### config.mk
export PLATFORM = sky130hd
export DESIGN_NAME = beta_regfile_hazard_flat
export DESIGN_NICKNAME = d
export VERILOG_FILES = /design/src/rtl/beta_regfile_hazard_if.sv /design/src/rtl/beta_regfile_hazard.sv /design/src/flat_wrapper.sv
export SDC_FILE = /design/constraint.sdc
export NUM_CORES = 2
export LEC_CHECK = 0
export CAP_MARGIN = 20
export CORE_MARGIN = 2
export CORE_UTILIZATION = 56
export DETAILED_ROUTE_END_ITERATION = 8
export PLACE_DENSITY = 0.77
export SLEW_MARGIN = 20
export SYNTH_ARGS = -nofsm -noshare
export SYNTH_HDL_FRONTEND = slang
export SYNTH_SLANG_ARGS = --single-unit
### constraint.sdc
create_clock -name clk -period 35 [get_ports clk]
set_input_delay 7 -clock clk [delete_from_list [all_inputs] [get_ports clk]]
set_output_delay 7 -clock clk [all_outputs]
set_load 0.02 [all_outputs]
### src/rtl/beta_regfile_hazard_if.sv
`default_nettype none
// ============================================================================
// Module   : beta_regfile_hazard_if
// Purpose  : Decode-side bundle between the decode stage and the register file.
// Revision : 1.0
// ============================================================================
interface beta_regfile_hazard_if #(
  parameter int WIDTH   = 32,
  parameter int NREGS   = 32,
  parameter int NRD     = 2,
  parameter int NSTAGES = 3
);
  localparam int AW = $clog2(NREGS);

  logic                       dec_valid;
  logic [NRD*AW-1:0]          dec_ra;
  logic [NRD-1:0]             dec_ruse;
  logic [AW-1:0]              dec_rc;
  logic                       dec_wen;
  logic                       dec_is_load;
  logic                       flush;
  logic [NSTAGES*WIDTH-1:0]   byp_data;
  logic [NRD*WIDTH-1:0]       rd;
  logic                       stall;

  modport master (
    output dec_valid, dec_ra, dec_ruse, dec_rc, dec_wen, dec_is_load, flush, byp_data,
    input  rd, stall
  );

  modport slave (
    input  dec_valid, dec_ra, dec_ruse, dec_rc, dec_wen, dec_is_load, flush, byp_data,
    output rd, stall
  );
endinterface
`default_nettype wire

### src/rtl/beta_regfile_hazard.sv
`default_nettype none
// ============================================================================
// Module   : beta_regfile_hazard
// Purpose  : Beta register file with destination-tag tracking, youngest-match
//            forwarding, load-use stall and commit from the last stage.
// Revision : 1.0
// ============================================================================
module beta_regfile_hazard #(
  parameter int WIDTH      = 32,
  parameter int NREGS      = 32,
  parameter int NRD        = 2,
  parameter int NSTAGES    = 3,
  parameter int LOAD_STAGE = 2,
  parameter int ZERO_REG   = NREGS - 1
) (
  input  wire logic            clk,
  input  wire logic            rst,
  beta_regfile_hazard_if.slave bus
);
  localparam int            AW        = $clog2(NREGS);
  localparam logic [AW-1:0] ZERO_ADDR = AW'(ZERO_REG);

  // Tracker: one {v, rc, ld} tag per downstream stage, index 0 is youngest.
  logic [NSTAGES-1:0] stg_v_q,  stg_v_d;
  logic [NSTAGES-1:0] stg_ld_q, stg_ld_d;
  logic [AW-1:0]      stg_rc_q [NSTAGES];
  logic [AW-1:0]      stg_rc_d [NSTAGES];

  logic [WIDTH-1:0]   mem_q [NREGS];
  logic [WIDTH-1:0]   mem_d [NREGS];

  logic [AW-1:0]      port_ra [NRD];
  logic [NRD-1:0]     hazard;
  logic [NRD*WIDTH-1:0] rd_all;
  logic               stall_w;
  logic               accept_w;

  for (genvar i = 0; i < NRD; i++) begin : g_ra
    assign port_ra[i] = bus.dec_ra[i*AW +: AW];
  end

  // Scanning oldest-to-youngest lets the youngest match overwrite older ones.
  always_comb begin
    hazard = '0;
    rd_all = '0;
    for (int i = 0; i < NRD; i++) begin
      rd_all[i*WIDTH +: WIDTH] = mem_q[port_ra[i]];
      for (int k = NSTAGES - 1; k >= 0; k--) begin
        if (stg_v_q[k] && (stg_rc_q[k] == port_ra[i])) begin
          rd_all[i*WIDTH +: WIDTH] = bus.byp_data[k*WIDTH +: WIDTH];
          hazard[i]                = stg_ld_q[k] && (k < LOAD_STAGE);
        end
      end
      if (port_ra[i] == ZERO_ADDR) begin
        rd_all[i*WIDTH +: WIDTH] = '0;
        hazard[i]                = 1'b0;
      end
    end
  end

  assign stall_w  = bus.dec_valid && !bus.flush && |(bus.dec_ruse & hazard);
  assign accept_w = bus.dec_valid && bus.dec_wen && !stall_w && !bus.flush &&
                    (bus.dec_rc != ZERO_ADDR);

  assign bus.rd    = rd_all;
  assign bus.stall = stall_w;

  // Flush kills the entry that is moving out of stage 0 as well as decode.
  always_comb begin
    stg_v_d     = '0;
    stg_ld_d    = '0;
    stg_rc_d    = stg_rc_q;
    stg_v_d[0]  = accept_w;
    stg_ld_d[0] = bus.dec_is_load;
    stg_rc_d[0] = bus.dec_rc;
    for (int k = 1; k < NSTAGES; k++) begin
      stg_v_d[k]  = stg_v_q[k-1] && !(bus.flush && (k == 1));
      stg_ld_d[k] = stg_ld_q[k-1];
      stg_rc_d[k] = stg_rc_q[k-1];
    end
  end

  always_comb begin
    mem_d = mem_q;
    if (stg_v_q[NSTAGES-1] && (stg_rc_q[NSTAGES-1] != ZERO_ADDR)) begin
      mem_d[stg_rc_q[NSTAGES-1]] = bus.byp_data[(NSTAGES-1)*WIDTH +: WIDTH];
    end
  end

  always_ff @(posedge clk or posedge rst) begin
    if (rst) begin
      stg_v_q  <= '0;
      stg_ld_q <= '0;
      for (int k = 0; k < NSTAGES; k++) begin
        stg_rc_q[k] <= '0;
      end
      for (int r = 0; r < NREGS; r++) begin
        mem_q[r] <= '0;
      end
    end else begin
      stg_v_q  <= stg_v_d;
      stg_ld_q <= stg_ld_d;
      stg_rc_q <= stg_rc_d;
      mem_q    <= mem_d;
    end
  end
endmodule
`default_nettype wire

### src/flat_wrapper.sv
// flat-port wrapper written by rule: the top's interface ports become plain ports
module beta_regfile_hazard_flat 
#(
  parameter int WIDTH      = 32,
  parameter int NREGS      = 32,
  parameter int NRD        = 2,
  parameter int NSTAGES    = 3,
  parameter int LOAD_STAGE = 2,
  parameter int ZERO_REG   = NREGS - 1
)
  (clk, rst, bus_dec_valid, bus_dec_ra, bus_dec_ruse, bus_dec_rc, bus_dec_wen, bus_dec_is_load, bus_flush, bus_byp_data, bus_rd, bus_stall);
  beta_regfile_hazard_if #(.WIDTH(WIDTH), .NREGS(NREGS), .NRD(NRD), .NSTAGES(NSTAGES)) bus_i ();
  input  wire logic clk;
  input  wire logic rst;
  input wire logic [$bits(bus_i.dec_valid)-1:0] bus_dec_valid;
  input wire logic [$bits(bus_i.dec_ra)-1:0] bus_dec_ra;
  input wire logic [$bits(bus_i.dec_ruse)-1:0] bus_dec_ruse;
  input wire logic [$bits(bus_i.dec_rc)-1:0] bus_dec_rc;
  input wire logic [$bits(bus_i.dec_wen)-1:0] bus_dec_wen;
  input wire logic [$bits(bus_i.dec_is_load)-1:0] bus_dec_is_load;
  input wire logic [$bits(bus_i.flush)-1:0] bus_flush;
  input wire logic [$bits(bus_i.byp_data)-1:0] bus_byp_data;
  output wire logic [$bits(bus_i.rd)-1:0] bus_rd;
  output wire logic [$bits(bus_i.stall)-1:0] bus_stall;
  assign bus_i.dec_valid = bus_dec_valid;
  assign bus_i.dec_ra = bus_dec_ra;
  assign bus_i.dec_ruse = bus_dec_ruse;
  assign bus_i.dec_rc = bus_dec_rc;
  assign bus_i.dec_wen = bus_dec_wen;
  assign bus_i.dec_is_load = bus_dec_is_load;
  assign bus_i.flush = bus_flush;
  assign bus_i.byp_data = bus_byp_data;
  assign bus_rd = bus_i.rd;
  assign bus_stall = bus_i.stall;
  beta_regfile_hazard #(.WIDTH(WIDTH), .NREGS(NREGS), .NRD(NRD), .NSTAGES(NSTAGES), .LOAD_STAGE(LOAD_STAGE), .ZERO_REG(ZERO_REG)) u_core (.clk(clk), .rst(rst), .bus(bus_i));
endmodule
Word level (Yosys, flattened, before mapping)

Cells that the tools add are included.
W data, S select, Z words.

Order comparisons: 4
Equality and inequality tests: 10
Muxes and demuxes: 23
Bitwise logic cells: 4
Reductions and logical operators: 18

Operators by type and width:

| kind                 | count |
|---|---|
| $bwmux W1024         | 1 |
| $mux W32             | 13 |
| $bmux W32 S5         | 2 |
| $demux W32 S5        | 1 |
| $eq A5 B5 Y1         | 6 |
| $ge A6 B6 Y1 const B | 3 |
| $not A5 Y6           | 3 |
| $logic_and A1 B1 Y1  | 15 |
| $eq A5 B5 Y1 const B | 2 |
| $ne A5 B5 Y1 const B | 2 |
| $lt A6 B1 Y1 const B | 1 |
| $mux W1              | 6 |
| $and A2 B2 Y2        | 1 |
| $logic_not A1 Y1     | 2 |
| $reduce_or A2 Y1     | 1 |

Bits in registers: 1,044
Input port bits: 119
Output and inout bits: 65
Word-level logic and storage cells: 96

Longest topological paths before layout

Word-level depth: 12
Depth in mapped cells: 12
Mapped depth without buffers: 6

Worst setup path after synthesis

Ideal clock, no wire load.

Kind: in2out
Start: in bus_dec_ra[6]
End: out bus_rd[60]
Arrival time: 9,036 ps
Required time: 28,000 ps
Slack: 18,964 ps
Cell stages on the path: 9
Path buffers: 4
Cell sequence: buf_4 buf_6 nor2_1 buf_2 clkbuf_1 a21oi_1 a21oi_1 nor2_1 a2111oi_1

Word-level cells in the longest chain between the ends: 8
Elaborated cells between the ends (all ways): 15
Classes of those cells: 4 x eq/ne; 7 x mux; 1 x bitwise; 3 x reduce/logical

RTL lines:

| what                                         | RTL line                  | text |
|---|---|---|
| from (decl)                                  | flat_wrapper.sv:16        | `input wire logic [$bits(bus_i.dec_ra)-1:0] bus_dec_ra;` |
| $not A5 Y6 (implied by the code)             | beta_regfile_hazard.sv:47 | `rd_all[i*WIDTH +: WIDTH] = mem_q[port_ra[i]];` |
| $bmux W32 S5                                 | beta_regfile_hazard.sv:47 |  |
| $mux W32 (implied by the code) (2 in series) | beta_regfile_hazard.sv:47 |  |
| $mux W32 (3 in series)                       | beta_regfile_hazard.sv:49 | `if (stg_v_q[k] && (stg_rc_q[k] == port_ra[i])) begin` |
| $mux W32 (*)                                 | beta_regfile_hazard.sv:54 | `if (port_ra[i] == ZERO_ADDR) begin` |
| to (decl)                                    | flat_wrapper.sv:23        | `output wire logic [$bits(bus_i.rd)-1:0] bus_rd;` |

Mark *: on every way between the ends. The rest lies on a longest branch, timed or not. The select of a mux whose other input is x is not followed.

Final worst setup path

Start: in bus_dec_ra[5]
End: out bus_rd[42]

The elaborated chain is that of the path after synthesis.

==> impl_metrics.toml <==
[status]
status = "finished with violations"
violations = "design-rule violations"

[sta]
period_share = 0.5561
finalSetupViolCount = 0
slew_violations = 0
clock-skew-final_ns = 0.03626
hold_viol = 0
tightest_slew_ns = 1.239
timing.setup.tns_ns = 0
fin_hold_ws_ns = 0.3749
rsz0062_at_grt = "no"
clock.fmax_mhz = 51.38
layout_min_cycle_time_ns = 19.46
slew-limit-headroom = 0.1679

[floorplan]
die-area_sq_um = 104400
core_area_sq_um = 101400
num_rows = 117
top_level_ports = 184
die_y_um = 323.2
die_width_um = 323.2
start_util = 0.5623

[synth]
yosys.area_share.simple = 0.01871
syn_area_sq_um = 57040
synth_edf_count = 0
synth.distinct_cells = 56
synth-main-ff-cell = "dfrtp_1"
async_reset_ff_frac = 1.000
synthesis.nets = 4216
synth-seq-cells = 1044
synth_cells = 4097
postSynthAreaPerCell_sq_um = 13.92
yosysSeqAreaShare = 0.4580
synth_top_family_by_area = "multiplexers"
synth-xor-area-share = 0.004606
muxShareOfSynthArea = 0.3918
ys_warn_count = 0
synthAdderAreaFrac = 0
synth_compound_area_frac = 0.08447

[worst_setup_path]
worstPathArrival_ns = 12.46
reg2reg_to = "u_core.stg_v_q[0]$_DFF_PP0_"
cp.required_ns = 28.00
ff2ff_setup_slack_ns = 31.31
crit_path_end_kind = "primary output"
path_class = "primary input to primary output"
r2r_cells = 6
crit_fanout = 78
reg2reg_from = "u_core.stg_rc_d[5]$_DFF_PP0_"
start_kind = "primary input"

[placed_design]
place_congestion = 0.8883
port_buffers = 183
hpwl_um = 113000

[hold_path]
hold_path_end = "u_core.stg_ld_q[1]$_DFF_PP0_"
min-delay-start = "u_core.stg_ld_q[0]$_DFF_PP0_"
hp-class = "register to register"
worstHoldPathCells = 0

[job]
maxCapViolations = 0

[clock_tree]
cts_resized = 0
cts_inserted_buffers = 108
cts_buffer_depth = 3
ctsRootBufferMaster = "clkbuf_16"
hold_buffers = 0
clk_latency_ns = 0.74
cts_tree = "done"
cts.sinks = 1044
htree_levels = 3
post-cts-setup-buffers = 0
clk_pin_slew_ns = 0.06

[finish]
mostFrequentLayoutCell = "dfrtp_1"
multi_input_area_sq_um = 28760
syn2layout_area_growth_pct = 10.41
nNetsFinal = 4158
seq_area_sq_um = 26130
final_cell_mix = "dfrtp_1, mux2_2, mux4_2"
nFillCells = 7513
drive_gt1_frac = 0.4226

[route]
drt_first_pass_iters = 8
ant_nets = 0
drc = 1
num_vias = 40553
drt_wl_total_um = 190200
drt-initial-drc-count = 5431
viasPerCell = 7.381
wl_per_cell_um = 34.61

[global_routing]
antenna_found_initial = 5
grt_pass1_vias = 40613
grt_pass1_wl_um = 277500
grt.overflow.total = 0
grt_usage = 0.3654
grt_max_degree = 159

[pwr]
p_per_area_nw_per_um2 = 46.70
ir_drop_mv = 0.04202
leakage_nw = 26.82
synth_stat cells (7+ instances only):
| cell type | number | area, sq um |
|---|---|---|
| xor2_1 | 12 | 105.1 |
| o221ai_1 | 64 | 560.5 |
| buf_1 | 60 | 225.2 |
| inv_1 | 10 | 37.54 |
| a31oi_1 | 7 | 43.79 |
| mux4_2 | 340 | 7657 |
| o22ai_1 | 102 | 638.1 |
| nor2b_1 | 7 | 43.79 |
| a22oi_1 | 88 | 660.6 |
| nor4_1 | 14 | 87.58 |
| mux4_1 | 12 | 315.3 |
| dfrtp_1 | 1044 | 26130 |
| buf_6 | 32 | 360.4 |
| xnor2_1 | 18 | 157.7 |
| mux2i_1 | 320 | 3203 |
| buf_4 | 39 | 292.8 |
| nor2_1 | 62 | 232.7 |
| mux2_2 | 992 | 11170 |
| nor3_1 | 24 | 120.1 |
| a21oi_1 | 90 | 450.4 |
| buf_2 | 106 | 530.5 |
| a221oi_1 | 44 | 385.4 |
| clkbuf_1 | 225 | 844.6 |
| a211oi_1 | 48 | 360.4 |
| o221a_1 | 8 | 90.09 |
| nand3_1 | 9 | 45.04 |
| o21ai_0 | 127 | 635.6 |
| a221oi_2 | 20 | 300.3 |
| a2111oi_2 | 13 | 195.2 |
| nand2_1 | 49 | 183.9 |
| a22o_1 | 46 | 402.9 |
per-layer routing:
metal,vias to the layer above,track usage,wire length [um],part of all wire
met3,767,0.1280,24070,0.13
met2,2886,0.5357,84050,0.44
met1,21106,0.4741,69370,0.36
li1,15784,-,-,-
met4,10,0.2069,12510,0.066
met5,-,0.004167,169,0.00089
registers in the layout (all words and copies together), names as in the netlist:
| name | count |
|---|---|
| u_core.mem_q | 1024 |
| u_core.stg_rc_d | 10 |
| u_core.stg_rc_q | 5 |
| u_core.stg_v_q | 3 |
| u_core.stg_ld_q | 2 |
cell families after synthesis:
kind of cell    count (synthesis)
mux                          1664
flops                        1044
simple gates                  211
compound gates                668
buf+inv                       480
xor+xnor                       30
power breakdown:
group / internal (mW) / total [mW] / switching (mW) / leakage, nW
registers: 1.28 / 1.34 / 0.0589 / 13.3
clock network: 0.685 / 1.19 / 0.509 / 1.79
logic: 0.193 / 0.406 / 0.212 / 11.7
total: 2.16 / 2.94 / 0.781 / 26.8
worst max-delay path, stage by stage:
cell and delay [ns]:
buf_8 0.61, buf_4 0.73, buf_4 0.63, xnor2_1 0.19
nand2_1 0.14, or3_1 0.32, buf_4 0.27, nand3_2 0.58
o21ai_0 0.17, nor4_1 0.88, clkdlybuf4s50_1 0.77
worst max path at each step:
stage,to,slack (ns),start
after CTS,bus_rd[42],15.73,bus_dec_ra[5]
after floorplan,u_core.mem_q[0]$_DFFE_PP0P_,13.61,rst
after detailed placement,bus_rd[42],15.75,bus_dec_ra[5]
after global routing,bus_rd[42],15.24,bus_dec_ra[5]
after global placement,bus_rd[42],15.67,bus_dec_ra[5]
final,bus_rd[42],15.54,bus_dec_ra[5]
final cells by class:
type | count | area share
Sequential cell | 1044 | 0.4148
Clock inverter | 36 | 0.007371
Inverter | 11 | 0.0007152
Tap cell | 1368 | 0.02718
Multi-Input combinational cell | 2573 | 0.4566
Timing Repair Buffer | 301 | 0.04293
Antenna cell | 2 | 0.00007947
Clock buffer | 159 | 0.05024
through the flow:
step / std cells / area (sq um) / setup WS (ns) / utilization / power, mW
floorplan: 4097 / 57040 / 13.61 / - / 1.626
CTS: 5492 / 63000 / 15.73 / 0.6210 / 2.935
finish: 5494 / 62980 / 15.54 / 0.6208 / 2.941
global placement: 5296 / 59410 / 15.67 / 0.5856 / 1.745
detailed placement: 5297 / 59370 / 15.75 / 0.5853 / 1.756
global route: 5492 / 62970 / 15.24 / 0.6207 / 3.025
(Power assumes the default switching activity.)
